### src/rtl/gen_clock_tree.sv
// rtl/gen_clock_tree.sv - prescaled binary down-counter clock generator with rise and frame strobes
module gen_clock_tree #(
    parameter int N_STAGES = 3,
    parameter int PRE_W    = 8
) (
    input  logic                clk,
    input  logic                reset,
    input  logic                en,
    input  logic                sync,
    input  logic [PRE_W-1:0]    pre_div,
    output logic [N_STAGES-1:0] clk_div,
    output logic [N_STAGES-1:0] rise_stb,
    output logic                frame_stb
);

    localparam logic [N_STAGES-1:0] CNT_ZERO = '0;
    localparam logic [PRE_W-1:0]    PCNT_ZERO = '0;

    // Prescaler position and the ratio latched for the current frame.
    logic [PRE_W-1:0]    pcnt;
    logic [PRE_W-1:0]    pre_act;

    // Stage counter; clk_div is this register driven straight to the port.
    logic [N_STAGES-1:0] cnt;

    // Next-cycle helpers derived from current state.
    logic                tick;
    logic [N_STAGES-1:0] cnt_dec;
    logic                frame_edge;
    logic [N_STAGES-1:0] rise_next;

    // Decide whether this cycle is a base tick and what the counter becomes on it.
    always_comb begin
        tick       = 1'b0;
        cnt_dec    = cnt - 1'b1;
        frame_edge = 1'b0;
        rise_next  = '0;
        if (en && !sync && (pcnt == pre_act)) begin
            tick = 1'b1;
        end
        // Wrapping from zero to all-ones is the frame boundary where a new ratio may land.
        frame_edge = (cnt == CNT_ZERO);
        // A bit rises exactly where the decremented value has a 1 that the old value did not.
        rise_next  = ~cnt & cnt_dec;
    end

    // State and registered outputs: reset beats sync beats enable.
    always_ff @(posedge clk) begin
        if (reset) begin
            pcnt      <= PCNT_ZERO;
            pre_act   <= pre_div;
            cnt       <= CNT_ZERO;
            rise_stb  <= '0;
            frame_stb <= 1'b0;
        end else if (sync) begin
            // Realign so the very next tick starts a fresh frame.
            pcnt      <= PCNT_ZERO;
            pre_act   <= pre_div;
            cnt       <= CNT_ZERO;
            rise_stb  <= '0;
            frame_stb <= 1'b0;
        end else if (en) begin
            if (tick) begin
                pcnt      <= PCNT_ZERO;
                cnt       <= cnt_dec;
                rise_stb  <= rise_next;
                frame_stb <= frame_edge;
                // Ratio changes only at a frame boundary, where pcnt is also cleared,
                // so no half-period is ever shortened or stretched.
                if (frame_edge) begin
                    pre_act <= pre_div;
                end
            end else begin
                pcnt      <= pcnt + 1'b1;
                rise_stb  <= '0;
                frame_stb <= 1'b0;
            end
        end else begin
            // Frozen: all counting state holds, strobes drop.
            rise_stb  <= '0;
            frame_stb <= 1'b0;
        end
    end

    assign clk_div = cnt;

endmodule

### config.mk
export PLATFORM = sky130hd
export DESIGN_NAME = gen_clock_tree
export DESIGN_NICKNAME = d
export VERILOG_FILES = /design/src/rtl/gen_clock_tree.sv
export SDC_FILE = /design/constraint.sdc
export NUM_CORES = 1
export LEC_CHECK = 0
export ABC_CLOCK_PERIOD_IN_PS = 4600
export CELL_PAD_IN_SITES_DETAIL_PLACEMENT = 1
export CELL_PAD_IN_SITES_GLOBAL_PLACEMENT = 1
export CORE_MARGIN = 10
export CORE_UTILIZATION = 42
export DETAILED_ROUTE_END_ITERATION = 6
export PLACE_DENSITY_LB_ADDON = 0.25
export SLEW_MARGIN = 30
export SYNTH_ARGS = -nofsm -noshare
export SYNTH_HDL_FRONTEND = slang
export SYNTH_SLANG_ARGS = --single-unit
### constraint.sdc
create_clock -name clk -period 4.6 [get_ports clk]
set_clock_uncertainty 0.15 [all_clocks]
set_input_delay 1.38 -clock clk [delete_from_list [all_inputs] [get_ports clk]]
set_output_delay 1.38 -clock clk [all_outputs]
set_load 0.01 [all_outputs]
# Yosys cells after proc, flatten, opt, wreduce, memory -nomap -nowiden

Cells that the tools add are included.

Flip-flop bits (word level): 23
Word-level logic and storage cells: 30
Output and inout port bits: 7
Bits of input ports: 12

Bitwise logic cells: 4
Reduce and logical (&&, ||, !) cells: 11
Add/sub/neg operators: 2
Equality and inequality tests: 1
Muxes and demuxes: 7

Operator list:

| kind                  | count |
|---|---|
| $mux W8               | 6 |
| $reduce_bool A3 Y1    | 3 |
| $add A8 B1 Y8 const B | 1 |
| $eq A8 B8 Y1          | 1 |
| $reduce_or A4 Y1      | 1 |
| $and A3 B3 Y3         | 1 |
| $logic_not A3 Y1      | 1 |
| $not A3 Y3            | 1 |
| $reduce_and A3 Y1     | 1 |
| $sub A3 B1 Y3 const B | 1 |
| $logic_and A1 B1 Y1   | 2 |
| $not A1 Y1            | 2 |
| $reduce_and A2 Y1     | 1 |
| $reduce_or A2 Y1      | 1 |
| $logic_not A1 Y1      | 1 |
| $mux W1               | 1 |

# Longest topological paths before layout

Gate-level depths: netlist of run 1.

Word-level depth: 8
Gate-level depth with buffers: 5
Gate-level depth less buffers: 5

# Least setup slack after synthesis of run 1

OpenSTA, ideal clock, no wires.

Kind: input-to-reg
From: input en
To: register pre_act[0] (enable)
Data required time: 4.124 ns
Arrival: 2.273 ns
Library setup time: 0.326 ns
Path buffers: 1
Stages: 4
Slack: 1.851 ns
Cells stage by stage: buf_2 -> nand3b_1 -> nor3_4 -> a211o_1

Word-level cells in the longest chain between the ends: 5
Elaborated cells on any way between the ends: 6
Classes of those cells: 1 x mux; 5 x reduce/logical

RTL lines:

| item                              | RTL line | text |
|---|---|---|
| from (decl)                       | 8        | `input logic en,` |
| $logic_and A1 B1 Y1 (2 in series) | 38       | `if (en && !sync && (pcnt == pre_act)) begin` |
| $mux W1                           | 38       |  |
| $reduce_bool A3 Y1 (no line)      | -        |  |
| $reduce_and A3 Y1 (no line) (*)   | -        |  |
| to (signal assigned)              | 51       | `pre_act <= pre_div;` |
| to (signal assigned)              | 58       | `pre_act <= pre_div;` |
| to (signal assigned)              | 71       | `pre_act <= pre_div;` |
| to (decl)                         | 21       | `logic [PRE_W-1:0] pre_act;` |

Every way passes the cells marked *; elsewhere a longest branch is shown, timed or not.
A chain may end at the register's enable or synchronous reset.

# Final worst setup path of run 1

From: input en
To: register pre_act[3] (enable)

Same word-level chain as after synthesis.

==> reports/results.tsv, run 1 <==
metric	value	unit
result of the run	finished, final reports clean	
area enclosed by the die boundary	4668	um2
core region area	2212	um2
final antenna diode count	0	
vias in the first global route	680	
first-pass GRT wire length	3160	um
cts repair resizes	0	
Cell Rows	17	
maximum fanout count along the critical path	8	
fraction of final layout cells sized beyond drive strength 1	0.08654	
Syn Area/Cell	11.68	um2
worst flop-to-flop path startpoint	pcnt[0]	
total wire length after detailed routing	2047	um
number of different library cells in the post-synthesis netlist	27	
arrival time worst endpoint	2960	ps
post-synth top area cell	dfxtp_1	
mapped cell area	980.9	um2
Clock H-tree levels	1	
primary flip-flop cell chosen by synthesis mapping	dfxtp_1	
Post-Route Setup TNS	0	ps
register area share after synthesis	0.5306	
clock latency on the worst-skew pair	310	ps
most used standard cells in the synthesized netlist	14 x dfxtp_1, 12 x xnor2_1, 11 x nor2_1, 8 x edfxtp_1	
count of pins over their slew limit	0	
Final ANT Viol Nets	0	
DRC violation count after routing	0	
Area Growth Syn to Fin	23.34	%
number of antenna violations at the first check in global routing	0	
number of buffers on the longest clock path	2	
worst vdd rail ir drop	0.2107	mV
start point of the critical path	en	
synthesized instance count	84	
routed via count	679	
critical register-to-register path endpoint	pre_act[3]	
number of buffers added on ports	18	
final core occ	0.5469	
Min-Delay Path Class	register to register	
final-report setup violation count	0	
worst rel slew slack	0.7466	
setup repair after global routing missed its margin	false	
placed wire-length estimate after detailed placement	1731	um
I/O pins	19	
largest cells by area after synthesis	dfxtp_1 29%, edfxtp_1 24%, xnor2_1 11%, nor2_1 4.2%, ha_1 3.8%	
transition time at the pin with the least slew margin	378.8	ps
logic depth of the worst register-to-register path	4	
width of the die	68.33	um
height of the die	68.33	um
Synthesis Warnings	0	
Synth Net Count	99	
number of buffers inserted by hold repair at cts	0	
Post-synth EDFFs	8	
most frequently used cell type in the post-synthesis netlist	dfxtp_1	
capture point of the worst path	pre_act[3]	
detailed-router iteration count before antenna repair	3	
Critical Path End Type	register	
TritonCTS clock tree	built	
initial core utilization	0.4434	
flop2flop setup slack	2500	ps
buffer count from post-CTS setup fixing	0	
vias per cell	5.144	
Leak	0.0004130	uW
area share of the largest cell type after synthesis	0.2857	
root cell of the clock tree	clkbuf_4	
power density of the placed cells	276.9	nW/um2
pin count of the biggest net entering global routing	13	
total clock buffers created by CTS	3	
upper clock frequency limit	322.1	MHz
grt total ovfl	0	
final period demand of the worst path	3105	ps
Setup CP Type	input pin to register	
post-CTS clock slew at the launch and capture registers of the worst setup and hold paths	110	ps
Data required, critical path	4450	ps
GRT Total Usage	0.09214	
global placement routability congestion	0.7575	
number of hold violations in the final report	0	
flops & latches, synth	22	
proportion of register bits with asynchronous set or reset after synthesis	0	
Iter 0 DRT Violations	23	
critical path startpoint category	input pin	
fill cell instance count of the final layout	252	
Final Cycle Share	0.6749	
max-capacitance violation count	0	
Clock Sinks	22	
net count reported at finish	120	
average wire per cell in the routed design	15.51	um
final cells by class:
type / instances / area (um2) / area share
flip-flops and latches: 22 / 520.5 / 0.4302
inverters: 3 / 11.26 / 0.009307
clock inverters: 1 / 3.754 / 0.003102
repair buffers: 18 / 180.2 / 0.1489
well taps: 28 / 35.03 / 0.02896
clock buffers: 3 / 22.52 / 0.01861
multi-input cells: 57 / 436.7 / 0.3609
power by group:
group / internal [uW] / switching [uW] / total [uW]
sequential: 209 / 4.15 / 214
combinational: 16.7 / 15.0 / 31.7
clock: 31.8 / 57.9 / 89.7
total: 258 / 77.1 / 335
flip-flops by register name, indices dropped and copies added, names as in the netlist:
name,flops
clk_div,3
pcnt,8
pre_act,8
rise_stb,3
critical path, cell delays in order:
cell	delay [ps]
clkdlybuf4s50_1	640
nand3b_1	260
nor3_4	320
a211o_1	370
routing by layer:
layer / wire, um / global-route usage / vias to the layer above
met1: 955 / 0.1011 / 311
met4: 71 / 0.06784 / 0
met3: 94 / 0.02447 / 7
met5: 0 / 0 / -
li1: - / - / 341
met2: 926 / 0.1500 / 20
how the worst min path moves through the flow:
stage                     startpoint  depth (start not counted)  slack, ps  endpoint
after floorplan              pcnt[7]                          2        350   pcnt[7]
after global placement       pcnt[7]                          2        380   pcnt[7]
after detailed placement     pcnt[7]                          2        410   pcnt[7]
after CTS                    pcnt[7]                          2        440   pcnt[7]
after global routing         pcnt[7]                          2        460   pcnt[7]
final                        pcnt[7]                          2        430   pcnt[7]
kinds of logic after synthesis:
group                    share of synthesized area
buffers and inverters                      0.02423
AND/OR/NAND/NOR                             0.1748
AO/OA/AOI/OAI                              0.08802
XOR/XNOR                                    0.1339
multiplexers                               0.01020
adder cells (fa/ha/maj)                    0.03827
flip-flops                                  0.5306
stage by stage:
step | cells | instance area, um2 | power [uW] | hold slack (ps) | setup slack [ps]
3_3_place_gp | 128 | 1184 | 248.4 | 384.6 | 1224
4_1_cts | 132 | 1210 | 339.7 | 440.2 | 1498
6_report | 132 | 1210 | 335.0 | 428.3 | 1495
5_1_grt | 132 | 1210 | 350.9 | 461.4 | 1405
2_1_floorplan | 84 | 980.9 | 235.5 | 354.7 | 1851
3_5_place_dp | 128 | 1184 | 250.3 | 410.7 | 1146
cells in the final DEF (no fill, tap or decap), drive strengths merged:
master	n
clkdlybuf4s50	18
dfxtp	14
xnor2	12
nor2	11
edfxtp	8
and3	4
inv	3
nand3	3
nand2	3
a31oi	3
xor2	3
ha	3
clkbuf	3
nand4	3
a2111oi	2
nor3	2
nand3b	1
a211o	1
o31ai	1
and4	1
and3b	1
nor4	1
o21a	1
mux2i	1
clkinv	1
Note: power is estimated with default switching activity, not from simulation.
==> run 2, diff against run 1 <==
- ABC_CLOCK_PERIOD_IN_PS: 4600 -> 2500
- CORE_UTILIZATION: 42 -> 35
- clock period: 4.6 -> 2.5 ns (I/O delays scaled with it)
==> run 2 against run 1 <==
- sequential power increased by 84%
- flip-flop and latch count did not move
- register-to-register slack worse by 1900 ps
- via count up 3.5%
- wire length is 0.15% higher
- sequential share of layout area decreased by 1.2 points
- final area grew 2.8%
- combinational power increased by 100%
- highest routed layer unchanged
- clock-buffer cell count rose by 1
==> reports/results.tsv, run 2 (synthesis results as in run 1) <==
metric	value	unit	change
result of the run	finished, final reports clean		unchanged
core region area	2710	um2	was 2212 um2
height of the die	72.94	um	was 68.33 um
kind of cell adding the most delay to the critical path	buffers and inverters		unchanged
upper clock frequency limit	470.8	MHz	
clock latency on the worst-skew pair	300	ps	was 310 ps
DRC violation count after routing	0		unchanged
Post-Route Setup TNS	0	ps	unchanged
number of buffers inserted by hold repair at cts	0		unchanged
routed via count	703		was 679
worst rel slew slack	0.7316		was 0.7466
Iter 0 DRT Violations	19		was 23
grt total ovfl	0		unchanged
Cell Rows	19		was 17
longest individual stage delay on the worst path	550	ps	was 640 ps
total clock buffers created by CTS	3		unchanged
width of the die	72.94	um	was 68.33 um
detailed-router iteration count before antenna repair	4		was 3
net count reported at finish	124		was 120
Min-Delay Path Class	register to register		unchanged
flop2flop setup slack	560	ps	was 2500 ps
setup repair after global routing missed its margin	false		unchanged
pin count of the biggest net entering global routing	13		unchanged
part of the total power dissipated in combinational logic	0.103		was 0.095
transition time at the pin with the least slew margin	402.6	ps	was 378.8 ps
most common cell after layout, fill and taps aside	clkdlybuf4s50_1		unchanged
Clock H-tree levels	1		unchanged
post-placement worst setup slack	114.7	ps	was 1146 ps
maximum fanout count along the critical path	3		was 8
placed wire-length estimate after detailed placement	1682	um	was 1731 um
fraction of final layout cells sized beyond drive strength 1	0.1204		was 0.08654
slowest cell on the critical path	clkdlybuf4s50_1		unchanged
proportion of power drawn by flip-flops and latches	0.636		was 0.638
average wire per cell in the routed design	14.75	um	was 15.51 um
number of antenna violations at the first check in global routing	0		unchanged
area enclosed by the die boundary	5320	um2	was 4668 um2
Data required, critical path	1600	ps	was 4450 ps
buffer count from post-CTS setup fixing	0		unchanged
max-capacitance violation count	0		unchanged
most frequent cells in the layout	18 x clkdlybuf4s50_1, 14 x dfxtp_1, 12 x xnor2_1, 11 x nor2_1, 8 x edfxtp_1		unchanged
final-report setup violation count	0		unchanged
number of hold violations in the final report	0		unchanged
Final ANT Viol Nets	0		unchanged
cts repair resizes	0		unchanged
number of buffers and inverters on the critical path	1		unchanged
Setup CP Type	register to primary output		was input pin to register
Leak	0.0004320	uW	was 0.0004130 uW
Clock Sinks	22		unchanged
non-filler instance count after layout	139		was 132
arrival time worst endpoint	1220	ps	was 2960 ps
Critical Path End Type	primary output		was register
power density of the placed cells	496.1	nW/um2	was 276.9 nW/um2
vias in the first global route	740		was 680
global placement routability congestion	0.7702		was 0.7575
sw power	135.8	uW	was 77.07 uW
Final Cycle Share	0.8496		
count of pins over their slew limit	0		unchanged
smallest setup slack after layout	376.1	ps	was 1495 ps
worst vdd rail ir drop	0.4607	mV	was 0.2107 mV
number of buffers added on ports	18		unchanged
largest registers	pcnt (8), pre_act (8)		unchanged
vias per cell	5.058		was 5.144
fill cell instance count of the final layout	306		was 252
TritonCTS clock tree	built		unchanged
total wire length after detailed routing	2050	um	was 2047 um
GRT Total Usage	0.08317		was 0.09214
final period demand of the worst path	2124	ps	
final antenna diode count	0		unchanged
first-pass GRT wire length	3491	um	was 3160 um
I/O pins	19		unchanged
crit-path cells	clkdlybuf4s50_1		was clkdlybuf4s50_1, nand3b_1, nor3_4, a211o_1
Clk pwr share	0.260		was 0.268
post-CTS clock slew at the launch and capture registers of the worst setup and hold paths	110	ps	about the same
initial core utilization	0.3620		was 0.4434
number of buffers on the longest clock path	2		unchanged
critical path startpoint category	register		was input pin
Area Growth Syn to Fin	26.79	%	was 23.34%
Switching Share	0.2201		was 0.2301
root cell of the clock tree	clkbuf_4		unchanged
cell internal pwr	481.2	uW	was 257.9 uW
Placed Cells incl. Taps	135		was 128
-- run 2: area by class of cell --
type	instances	area (um2)	share of cell area
multi-input combinational	57	436.7	0.3511
inverter	3	11.26	0.009054
tap	31	38.79	0.03119
timing repair buffer	22	210.2	0.1690
clock buffer	4	26.28	0.02113
sequential	22	520.5	0.4185
-- run 2: per-stage QoR --
| stage | utilization | instance area [um2] | hold slack [ps] | power, uW |
|---|---|---|---|---|
| floorplan | - | 980.9 | 354.7 | 433.3 |
| global placement | 0.4492 | 1217 | 403.4 | 462.2 |
| detailed placement | 0.4492 | 1217 | 398.8 | 465.5 |
| CTS | 0.4589 | 1244 | 430.8 | 628.7 |
| global route | 0.4589 | 1244 | 448.4 | 649.7 |
| finish | 0.4589 | 1244 | 416.7 | 617.0 |
-- run 2: path summary, 6_finish.rpt --
check | startpoint | endpoint | depth (start not counted)
setup / recovery | clk_div[1] | clk_div[1] | 1
hold / removal | pcnt[7] | pcnt[7] | 2
setup reg to reg | pcnt[0] | pre_act[6] | 4
hold reg to reg | pcnt[7] | pcnt[7] | 2
-- run 2: layer usage --
layer / share of wire / up-vias / track usage
met4: 0.0088 / 0 / 0.02532
li1: - / 349 / -
met2: 0.48 / 12 / 0.1310
met3: 0.040 / 2 / 0.04082
met1: 0.47 / 340 / 0.09675
met5: 0 / - / 0
-- run 2: worst reg2reg max path, delay by kind of cell, from the launching register on --
family	cells	cell delay [ps]
and+or+nand+nor	2	520
DFF	1	460
AOI/OAI and AO/OA	1	340
xor gates and xnor gates	1	170
-- run 2: power groups by stage --
stage          Clock [uW]  Sequential [uW]  Combinational [uW]
2_1_floorplan           0              399                34.2
3_3_place_gp            0              401                61.7
3_5_place_dp            0              401                64.4
4_1_cts               171              393                64.5
5_1_grt               186              394                70.0
6_report              161              393                63.6
